`config.mk`:
```
export PLATFORM = sky130hd
export DESIGN_NAME = branch_resolve_queue
export DESIGN_NICKNAME = d
export VERILOG_FILES = /design/src/rtl/bp_pkg.sv /design/src/rtl/brq_fifo_mem.sv /design/src/rtl/branch_resolve_queue.sv
export SDC_FILE = /design/constraint.sdc
export NUM_CORES = 1
export LEC_CHECK = 0
export CAP_MARGIN = 5
export CORE_UTILIZATION = 30
export DETAILED_ROUTE_END_ITERATION = 8
export DONT_BUFFER_PORTS = 1
export PLACE_DENSITY = 0.45
export SYNTH_ARGS = -nofsm -noshare
export SYNTH_HDL_FRONTEND = slang
export SYNTH_SLANG_ARGS = --single-unit
```
`constraint.sdc`:
```
create_clock -name clock -period 6.05 [get_ports clock]
set_clock_uncertainty 0.1 [all_clocks]
set_input_delay 1.21 -clock clock [delete_from_list [all_inputs] [get_ports clock]]
set_output_delay 1.21 -clock clock [all_outputs]
set_load 0.05 [all_outputs]
```
`src/rtl/bp_pkg.sv`:
```
// Shared types and default sizing for the branch resolve queue.
// The optional BRQ_STATS_EN build macro adds resolve/mispredict counters to the top level.
package bp_pkg;

   localparam int BP_DEPTH = 4;
   localparam int BP_PC_W  = 32;

   typedef struct packed {
      logic               pred;
      logic [BP_PC_W-1:0] alt_pc;
   } bp_entry_t;

   typedef enum logic {
      RUN   = 1'b0,
      FLUSH = 1'b1
   } brq_state_t;

endpackage

```
`src/rtl/brq_fifo_mem.sv`:
```
// Entry storage for the branch resolve queue: one write port and one asynchronous read port.
// Pointer, count and flush control live in the top level.
module brq_fifo_mem
   import bp_pkg::*;
#(
   parameter int  DEPTH   = BP_DEPTH,
   parameter type entry_t = bp_entry_t
) (
   input  logic                     clock,
   input  logic                     we,
   input  logic [$clog2(DEPTH)-1:0] waddr,
   input  entry_t                   wdata,
   input  logic [$clog2(DEPTH)-1:0] raddr,
   output entry_t                   rdata
);

   entry_t mem [DEPTH];

   // NOTE: storage has no reset; count and pointers decide validity, so stale entries are never observed.
   always_ff @(posedge clock) begin
      if (we) mem[waddr] <= wdata;
   end

   assign rdata = mem[raddr];

endmodule

```
`src/rtl/branch_resolve_queue.sv`:
```
// In-order queue between branch prediction and execute-time resolution; trains the predictor and flushes on mispredict.
// Define BRQ_STATS_EN to add the stat_resolved / stat_mispred saturating counters.
module branch_resolve_queue
   import bp_pkg::*;
#(
   parameter int DEPTH = BP_DEPTH,
   parameter int PC_W  = BP_PC_W
) (
   input  logic            clock,
   input  logic            rst,
   input  logic            push,
   input  logic            push_pred,
   input  logic [PC_W-1:0] push_alt_pc,
   output logic            full,
   output logic            empty,
   input  logic            resolve_valid,
   input  logic            resolve_taken,
   output logic            upd_valid,
   output logic            upd_taken,
   output logic            mispredict,
   output logic [PC_W-1:0] redirect_pc,
`ifdef BRQ_STATS_EN
   output logic [31:0]     stat_resolved,
   output logic [31:0]     stat_mispred,
`endif
   output logic            underflow
);

   localparam int PTR_W = $clog2(DEPTH);
   localparam int CNT_W = PTR_W + 1;

   typedef struct packed {
      logic            pred;
      logic [PC_W-1:0] alt_pc;
   } entry_t;

   logic [PTR_W-1:0] head_q, tail_q;
   logic [CNT_W-1:0] count_q;
   brq_state_t       state_q, state_d;
   entry_t           head_entry, push_entry;
   logic             pop, mis, push_ok, resolve_empty;

   assign full       = (count_q == CNT_W'(DEPTH));
   assign empty      = (count_q == '0);
   assign push_entry = '{pred: push_pred, alt_pc: push_alt_pc};

   brq_fifo_mem #(
      .DEPTH   (DEPTH),
      .entry_t (entry_t)
   ) u_mem (
      .clock (clock),
      .we    (push_ok),
      .waddr (tail_q),
      .wdata (push_entry),
      .raddr (head_q),
      .rdata (head_entry)
   );

   always_ff @(posedge clock) begin
      if (rst) state_q <= RUN;
      else     state_q <= state_d;
   end

   // NOTE: every signal driven here gets a default first so no latch is inferred.
   always_comb begin
      state_d       = state_q;
      pop           = 1'b0;
      mis           = 1'b0;
      push_ok       = 1'b0;
      resolve_empty = 1'b0;
      case (state_q)
         RUN: begin
            pop           = resolve_valid && !empty;
            mis           = pop && (resolve_taken != head_entry.pred);
            // A push beside a mispredict is on the wrong path and is dropped.
            push_ok       = push && (!full || pop) && !mis;
            resolve_empty = resolve_valid && empty;
            if (mis) state_d = FLUSH;
         end
         FLUSH:   state_d = RUN;
         default: state_d = RUN;
      endcase
   end

   // NOTE: sequential state uses non-blocking assignments so all registers update from pre-edge values.
   always_ff @(posedge clock) begin
      if (rst) begin
         head_q      <= '0;
         tail_q      <= '0;
         count_q     <= '0;
         upd_valid   <= 1'b0;
         upd_taken   <= 1'b0;
         mispredict  <= 1'b0;
         redirect_pc <= '0;
         underflow   <= 1'b0;
      end else begin
         upd_valid  <= pop;
         upd_taken  <= pop & resolve_taken;
         mispredict <= mis;
         if (mis)           redirect_pc <= head_entry.alt_pc;
         if (resolve_empty) underflow   <= 1'b1;
         if (mis) begin
            head_q  <= '0;
            tail_q  <= '0;
            count_q <= '0;
         end else begin
            if (pop)     head_q <= head_q + PTR_W'(1);
            if (push_ok) tail_q <= tail_q + PTR_W'(1);
            case ({push_ok, pop})
               2'b10:   count_q <= count_q + CNT_W'(1);
               2'b01:   count_q <= count_q - CNT_W'(1);
               default: count_q <= count_q;
            endcase
         end
      end
   end

`ifdef BRQ_STATS_EN
   always_ff @(posedge clock) begin
      if (rst) begin
         stat_resolved <= '0;
         stat_mispred  <= '0;
      end else begin
         if (pop && stat_resolved != 32'hFFFF_FFFF) stat_resolved <= stat_resolved + 32'd1;
         if (mis && stat_mispred  != 32'hFFFF_FFFF) stat_mispred  <= stat_mispred + 32'd1;
      end
   end
`endif

endmodule
```
==> out/results.tsv, run 1 <==
stage	metric	value	unit
status	status	completed	
pwr	finalPower	3.447	mW
final_layout	stdcell_count	608	
synth	synth_nets	358	
routing	drc	0	
floorplan	io_pins	76	
global_route	grt_pass1_vias	3116	
clocking	clk_latency	0.42	ns
synth	syn_avg_cell_area	20.35	um^2
pwr	p_clk_share	31.9	%
synth	synthMostInstantiatedCell	edfxtp_1	
pwr	seqPwrFrac	50.7	%
clocking	cts_hold_buf	0	
timing	hold_viol	0	
placed_design	post-dp-hpwl	7184	um
routing	routed_via_density	4.617	
final_layout	final_area	7268	um^2
timing	period_needed	3.452	ns
global_route	grt_pass1_wl	18910	um
critical_path	critical_path.max_stage_delay	0.83	ns
timing	maxSlewViolCount	0	
timing	worst_slack	2.598	ns
global_route	met1_usage	15.07	%
placed_design	gp_congestion	0.6821	
synth	ys_warn_count	0	
final_layout	drive_above_1_share	23.12	%
synth	synth_cell_type_count	29	
global_route	antenna_found_initial	0	
critical_path	crit_chain	buf_4, mux4_2, xnor2_4, o31a_1, and2_2	
timing	worstMarginPinSlew	0.9570	ns
synth	synth_common_cells	132 x edfxtp_1, 45 x dfxtp_1, 33 x mux4_2, 32 x a22o_1, 12 x nor2_1	
pwr	switching_share	29.78	%
global_route	grtUsageMet3	4.846	%
synth	synth_flop_cell	edfxtp_1	
synth	synth_edf_count	132	
global_route	track_usage	12.11	%
clocking	post_cts_buffers	0	
pwr	leakagePower	2.332	nW
routing	antenna_left	0	
critical_path	regToRegEndpoint	u_mem.mem[2][10]$_DFFE_PP_	
global_route	grt_max_degree	34	
clocking	cts_buffers	17	
timing	max_freq	289.7	MHz
final_layout	diodes	0	
clocking	clk_pin_slew	0.07	ns
critical_path	rr_worst_depth	5	
clocking	cts_tree	yes	
timing	setup_violations	0	
routing	firstDrtPassIters	4	
clocking	root_buffer	clkbuf_16	
floorplan	start_util	30.49	%
flow_run	max-cap-violations	0	
placed_design	pre_cts_ws	2.499	ns
clocking	clock_sinks	177	
floorplan	fp.dieH	147.9	um
floorplan	core_area	20960	um^2
global_route	top_usage_layer	met2	
synth	synth_area	6390	um^2
floorplan	die_area	21890	um^2
synth	async_reset_ff_share	0	%
floorplan	fp.dieW	147.9	um
placed_design	dp.cells	576	
critical_path	slowest_stage	and2_2	
pwr	p_comb_share	17.4	%
routing	wire_per_inst	19.92	um
critical_path	path_class	register to register	
timing	max_slew_margin	36.20	%
hold_path	hp-class	register to register	
critical_path	crit_path_max_fanout	33	
routing	initialDrtViolationCount	145	
synth	synth_top_cell_by_area	edfxtp_1	
placed_design	port_buffers	0	
final_layout	fin_nets	364	
critical_path	startpoint_type	register	
synth	seq_area_frac_synth	76.13	%
hold_path	hold-path-endpoint	head_q[1]$_SDFFE_PP0P_	
hold_path	hold_depth	2	
timing	fin_crit_sh	57.06	%
hold_path	worstHoldStart	head_q[1]$_SDFFE_PP0P_	
floorplan	num_rows	53	
global_route	grt_use_met2	18.49	%
pwr	switchingPower	1.026	mW
pwr	p_int	2.420	mW
pwr	powerDensity	474.2	nW/um^2
synth	yosys-top-cells-area	edfxtp_1 62%, dfxtp_1 14%, mux4_2 12%	
clocking	cts_resized	0	
synth	synthCells	314	
routing	finalWirelength	12110	um
synth	yosysTopAreaCellShare	62.03	%
synth	ys_ff_latch	177	
placed_design	placed_cell_area	6676	um^2
critical_path	required	5.99	ns
clocking	clockBufferDepth	2	
global_route	grt_overflow	0	
routing	via_count	2807	
critical_path	rrSetupSlack	2.60	ns
pwr	max-vdd-ir-drop	0.0001958	V
final_layout	area_delta_synth_final	13.75	%
clocking	htree_levels	4	
timing	setup_tns	0	ns
critical_path	end_kind	register	
timing	rsz0062_at_grt	false	
critical_path	worstPathArrival	3.39	ns
==> power by group through the flow <==
stage / Sequential, mW / Combinational (mW) / Clock [mW]
finish: 1.75 / 0.599 / 1.10
global route: 1.77 / 0.667 / 1.18
CTS: 1.75 / 0.623 / 1.13
detailed placement: 1.78 / 0.622 / 0
global placement: 1.77 / 0.616 / 0
floorplan: 1.74 / 0.505 / 0
==> area by class of cell <==
| cell class | instances | area (um^2) |
|---|---|---|
| fill | 1968 | 13690 |
| timing repair buffer | 2 | 15.01 |
| multi-input combinational | 113 | 1416 |
| inverter | 9 | 33.78 |
| sequential | 177 | 4867 |
| tap | 275 | 344.1 |
| clock inverter | 14 | 162.7 |
| clock buffer | 18 | 429.2 |
==> cells in the final DEF (no fill, tap or decap), types with 3 or more instances in the layout <==
master	count
ha_1	5
xor2_1	3
bufinv_16	3
edfxtp_1	132
clkinv_2	5
nor2_1	12
inv_1	9
clkinvlp_4	4
a22o_1	32
a21oi_1	3
dfxtp_1	43
and2_2	4
mux4_2	33
clkbuf_16	17
==> cells by family after synthesis <==
group / share of synthesized area [%]
flip-flops: 76.13
AO/OA/AOI/OAI: 5.777
multiplexers: 11.63
AND/OR/NAND/NOR: 2.095
buffers and inverters: 1.958
XOR/XNOR: 1.116
adder cells (fa/ha/maj): 1.292
==> state kept, by name, summed over array words and instances, names as in the netlist, named ones only <==
signal,cells
state_q,1
underflow,1
tail_q,2
head_q,2
upd_taken,1
u_mem.mem,132
upd_valid,1
count_q,3
redirect_pc,32
==> per-stage QoR <==
| stage | hold slack (ns) | util [%] |
|---|---|---|
| floorplan | 0.3847 | - |
| global placement | 0.4138 | 31.86 |
| detailed placement | 0.4276 | 31.86 |
| CTS | 0.4519 | 34.68 |
| global route | 0.4735 | 34.68 |
| finish | 0.4447 | 34.68 |
==> layer usage <==
layer,wire length [um],vias up
li1,-,1274
met1,5399,1458
met2,5694,62
met3,846,13
met4,170,0
met5,0,-
==> worst max path at each step <==
stage / start / to / slack [ns] / cells past startpoint
floorplan: count_q[2]$_SDFFE_PP0P_ / count_q[2]$_SDFFE_PP0P_ / 2.76 / 11
global placement: register / u_mem.mem[1][6]$_DFFE_PP_ / 2.58 / 5
detailed placement: register / u_mem.mem[1][6]$_DFFE_PP_ / 2.50 / 5
CTS: register / u_mem.mem[1][6]$_DFFE_PP_ / 2.48 / 5
global route: register / u_mem.mem[0][15]$_DFFE_PP_ / 2.32 / 5
finish: register / u_mem.mem[2][10]$_DFFE_PP_ / 2.60 / 5
==> critical path, delay by kind of cell (launching register included) <==
| family | cells | cell delay (ns) |
|---|---|---|
| simple gates | 1 | 0.83 |
| buf+inv | 1 | 0.55 |
| xor+xnor | 1 | 0.28 |
| mux | 1 | 0.65 |
| compound gates | 1 | 0.31 |
| flops | 1 | 0.31 |
(Power assumes the default switching activity.)
==> run 2: changes to the inputs <==
--- a/config.mk
+++ b/config.mk
@@ -9,7 +9,7 @@
 export CORE_UTILIZATION = 30
 export DETAILED_ROUTE_END_ITERATION = 8
 export DONT_BUFFER_PORTS = 1
-export PLACE_DENSITY = 0.45
+export PLACE_DENSITY = 0.46
 export SYNTH_ARGS = -nofsm -noshare
 export SYNTH_HDL_FRONTEND = slang
 export SYNTH_SLANG_ARGS = --single-unit
==> constraint.sdc (replaced) <==
create_clock -name clock -period 3.1 [get_ports clock]
set_clock_uncertainty 0.1 [all_clocks]
set_input_delay 0.62 -clock clock [delete_from_list [all_inputs] [get_ports clock]]
set_output_delay 0.62 -clock clock [all_outputs]
set_load 0.05 [all_outputs]
==> out/results.tsv, run 2 (synthesis results as in run 1) <==
stage	metric	value	unit	change
critical_path	critical_path.max_stage_delay	0.54	ns	was 0.83 ns
clocking	cts_buffers	17		unchanged
timing	setup_tns	0	ns	unchanged
final_layout	area_delta_synth_final	15.37	%	was 13.75%
pwr	leakagePower	2.397	nW	was 2.332 nW
critical_path	worst-path-buf-inv	2		was 1
floorplan	fp.dieH	147.9	um	unchanged
placed_design	pre_cts_ws	0.3449	ns	was 2.499 ns
placed_design	post-dp-hpwl	7552	um	was 7184 um
routing	drc	2		was 0
critical_path	crit_path_max_fanout	7		was 33
pwr	finalPower	6.772	mW	was 3.447 mW
timing	worst_slack	0.3583	ns	was 2.598 ns
timing	max_slew_margin	53.50	%	was 36.20%
floorplan	start_util	30.49	%	unchanged
final_layout	final_cell_mix	132 x edfxtp_1, 43 x dfxtp_1, 33 x mux4_2		unchanged
clocking	root_buffer	clkbuf_16		unchanged
status	status	complete, but fails checks		was completed
final_layout	largestRegisters	u_mem.mem: 132 flops, redirect_pc: 32 flops, count_q: 3 flops		unchanged
pwr	powerDensity	918.6	nW/um^2	was 474.2 nW/um^2
final_layout	fin_util	35.18	%	was 34.68%
clocking	clockBufferDepth	2		unchanged
timing	holdWs	0.1724	ns	was 0.4447 ns
final_layout	diodes	0		unchanged
placed_design	gp_congestion	0.6920		was 0.6821
critical_path	required	3.29	ns	was 5.99 ns
clocking	clock_sinks	177		unchanged
final_layout	fin_nets	376		was 364
routing	initialDrtViolationCount	103		was 145
pwr	switchingPower	2.117	mW	was 1.026 mW
critical_path	startpoint_type	register		unchanged
global_route	grt_pass1_wl	18880	um	was 18910 um
pwr	max-vdd-ir-drop	0.0003685	V	was 0.0001958 V
global_route	antenna_found_initial	0		unchanged
pwr	switching_share	31.26	%	was 29.78%
global_route	grt_pass1_vias	3088		was 3116
pwr	p_clk_share	31.2	%	was 31.9%
clocking	cts_resized	0		unchanged
global_route	grt_max_degree	33		was 34
final_layout	drive_above_1_share	26.09	%	was 23.12%
critical_path	slowest_stage	mux4_2		was and2_2
final_layout	layout.cells.most_common	edfxtp_1		unchanged
critical_path	cp_top_family	multiplexers		was simple AND/OR/NAND/NOR gates
timing	rsz0062_at_grt	false		unchanged
routing	finalWirelength	12610	um	was 12110 um
placed_design	port_buffers	0		unchanged
floorplan	io_pins	76		unchanged
floorplan	core_area	20960	um^2	unchanged
global_route	grt_overflow	0		unchanged
timing	max_freq	364.7	MHz	was 289.7 MHz
pwr	seqPwrFrac	50.1	%	was 50.7%
critical_path	crit_chain	mux4_2, xnor2_4, o31a_1, inv_1, ha_1, inv_1, fa_1, xor2_1, nor2_1, xnor2_1, nor2_1		was buf_4, mux4_2, xnor2_4, o31a_1, and2_2
pwr	p_comb_share	18.7	%	was 17.4%
timing	hold_viol	0		unchanged
clocking	cts_hold_buf	0		unchanged
status	violations	design-rule violations		
routing	wire_per_inst	20.34	um	was 19.92 um
critical_path	path_class	register to register		unchanged
floorplan	fp.dieW	147.9	um	unchanged
final_layout	largest_register	u_mem.mem		unchanged
global_route	track_usage	12.30	%	was 12.11%
timing	worstMarginPinSlew	0.6974	ns	was 0.9570 ns
routing	via_count	2869		was 2807
clocking	post_cts_buffers	0		unchanged
floorplan	die_area	21890	um^2	unchanged
clocking	clk_pin_slew	0.07	ns	about the same
final_layout	fillers	2008		was 1968
routing	antenna_left	0		unchanged
timing	fin_crit_sh	88.44	%	was 57.06%
routing	routed_via_density	4.627		was 4.617
clocking	htree_levels	4		unchanged
pwr	p_int	4.655	mW	was 2.420 mW
timing	setup_violations	0		unchanged
critical_path	end_kind	register		unchanged
flow_run	max-cap-violations	0		unchanged
timing	maxSlewViolCount	0		unchanged
final_layout	largest_reg_flops	132		unchanged
clocking	clk_latency	0.43	ns	was 0.42 ns
routing	firstDrtPassIters	6		was 4
hold_path	hp-class	primary input to register		was register to register
floorplan	num_rows	53		unchanged
clocking	cts_tree	yes		unchanged
timing	period_needed	2.742	ns	was 3.452 ns
critical_path	worstPathArrival	2.93	ns	was 3.39 ns
## run 2: cell type report
| cell class | instances | area [um^2] | area share, % |
|---|---|---|---|
| Multi-Input combinational cell | 113 | 1416 | 19.21 |
| Clock buffer | 17 | 425.4 | 5.771 |
| Sequential cell | 177 | 4867 | 66.02 |
| Inverter | 9 | 33.78 | 0.4582 |
| Clock inverter | 15 | 167.7 | 2.274 |
| Tap cell | 275 | 344.1 | 4.667 |
| Timing Repair Buffer | 14 | 117.6 | 1.595 |
## run 2: path summary, 6_finish.rpt
kind | slack, ns | depth (start not counted) | startpoint | end
worst min-delay path | 0.17 | 1 | rst | underflow$_SDFFE_PP0P_
worst min register to register | 0.44 | 2 | tail_q[0]$_SDFFE_PP0P_ | tail_q[0]$_SDFFE_PP0P_
worst max-delay path | 0.36 | 11 | u_mem.mem[3][32]$_DFFE_PP_ | count_q[2]$_SDFFE_PP0P_
worst max register to register | 0.36 | 11 | u_mem.mem[3][32]$_DFFE_PP_ | count_q[2]$_SDFFE_PP0P_
## run 2: power by group through the flow
| stage | logic, mW | registers [mW] | clock network, mW |
|---|---|---|---|
| after global routing | 1.39 | 3.43 | 2.27 |
| after CTS | 1.32 | 3.40 | 2.18 |
| after detailed placement | 1.31 | 3.45 | 0 |
| after floorplan | 0.986 | 3.40 | 0 |
| final | 1.27 | 3.39 | 2.11 |
| after global placement | 1.30 | 3.44 | 0 |
## run 2: through the flow
step,cell area [um^2],cells
5_1_grt,7372,620
2_1_floorplan,6395,314
6_report,7372,620
4_1_cts,7372,620
3_3_place_gp,6779,588
3_5_place_dp,6779,588
## run 2: routing by layer
metal  wire length [um]  track usage, %  up-vias
met3                691           4.753        4
met1               5553           14.73     1506
li1                   -               -     1299
met5                  0               0        -
met4                 99           4.794        0
met2               6263           19.95       60
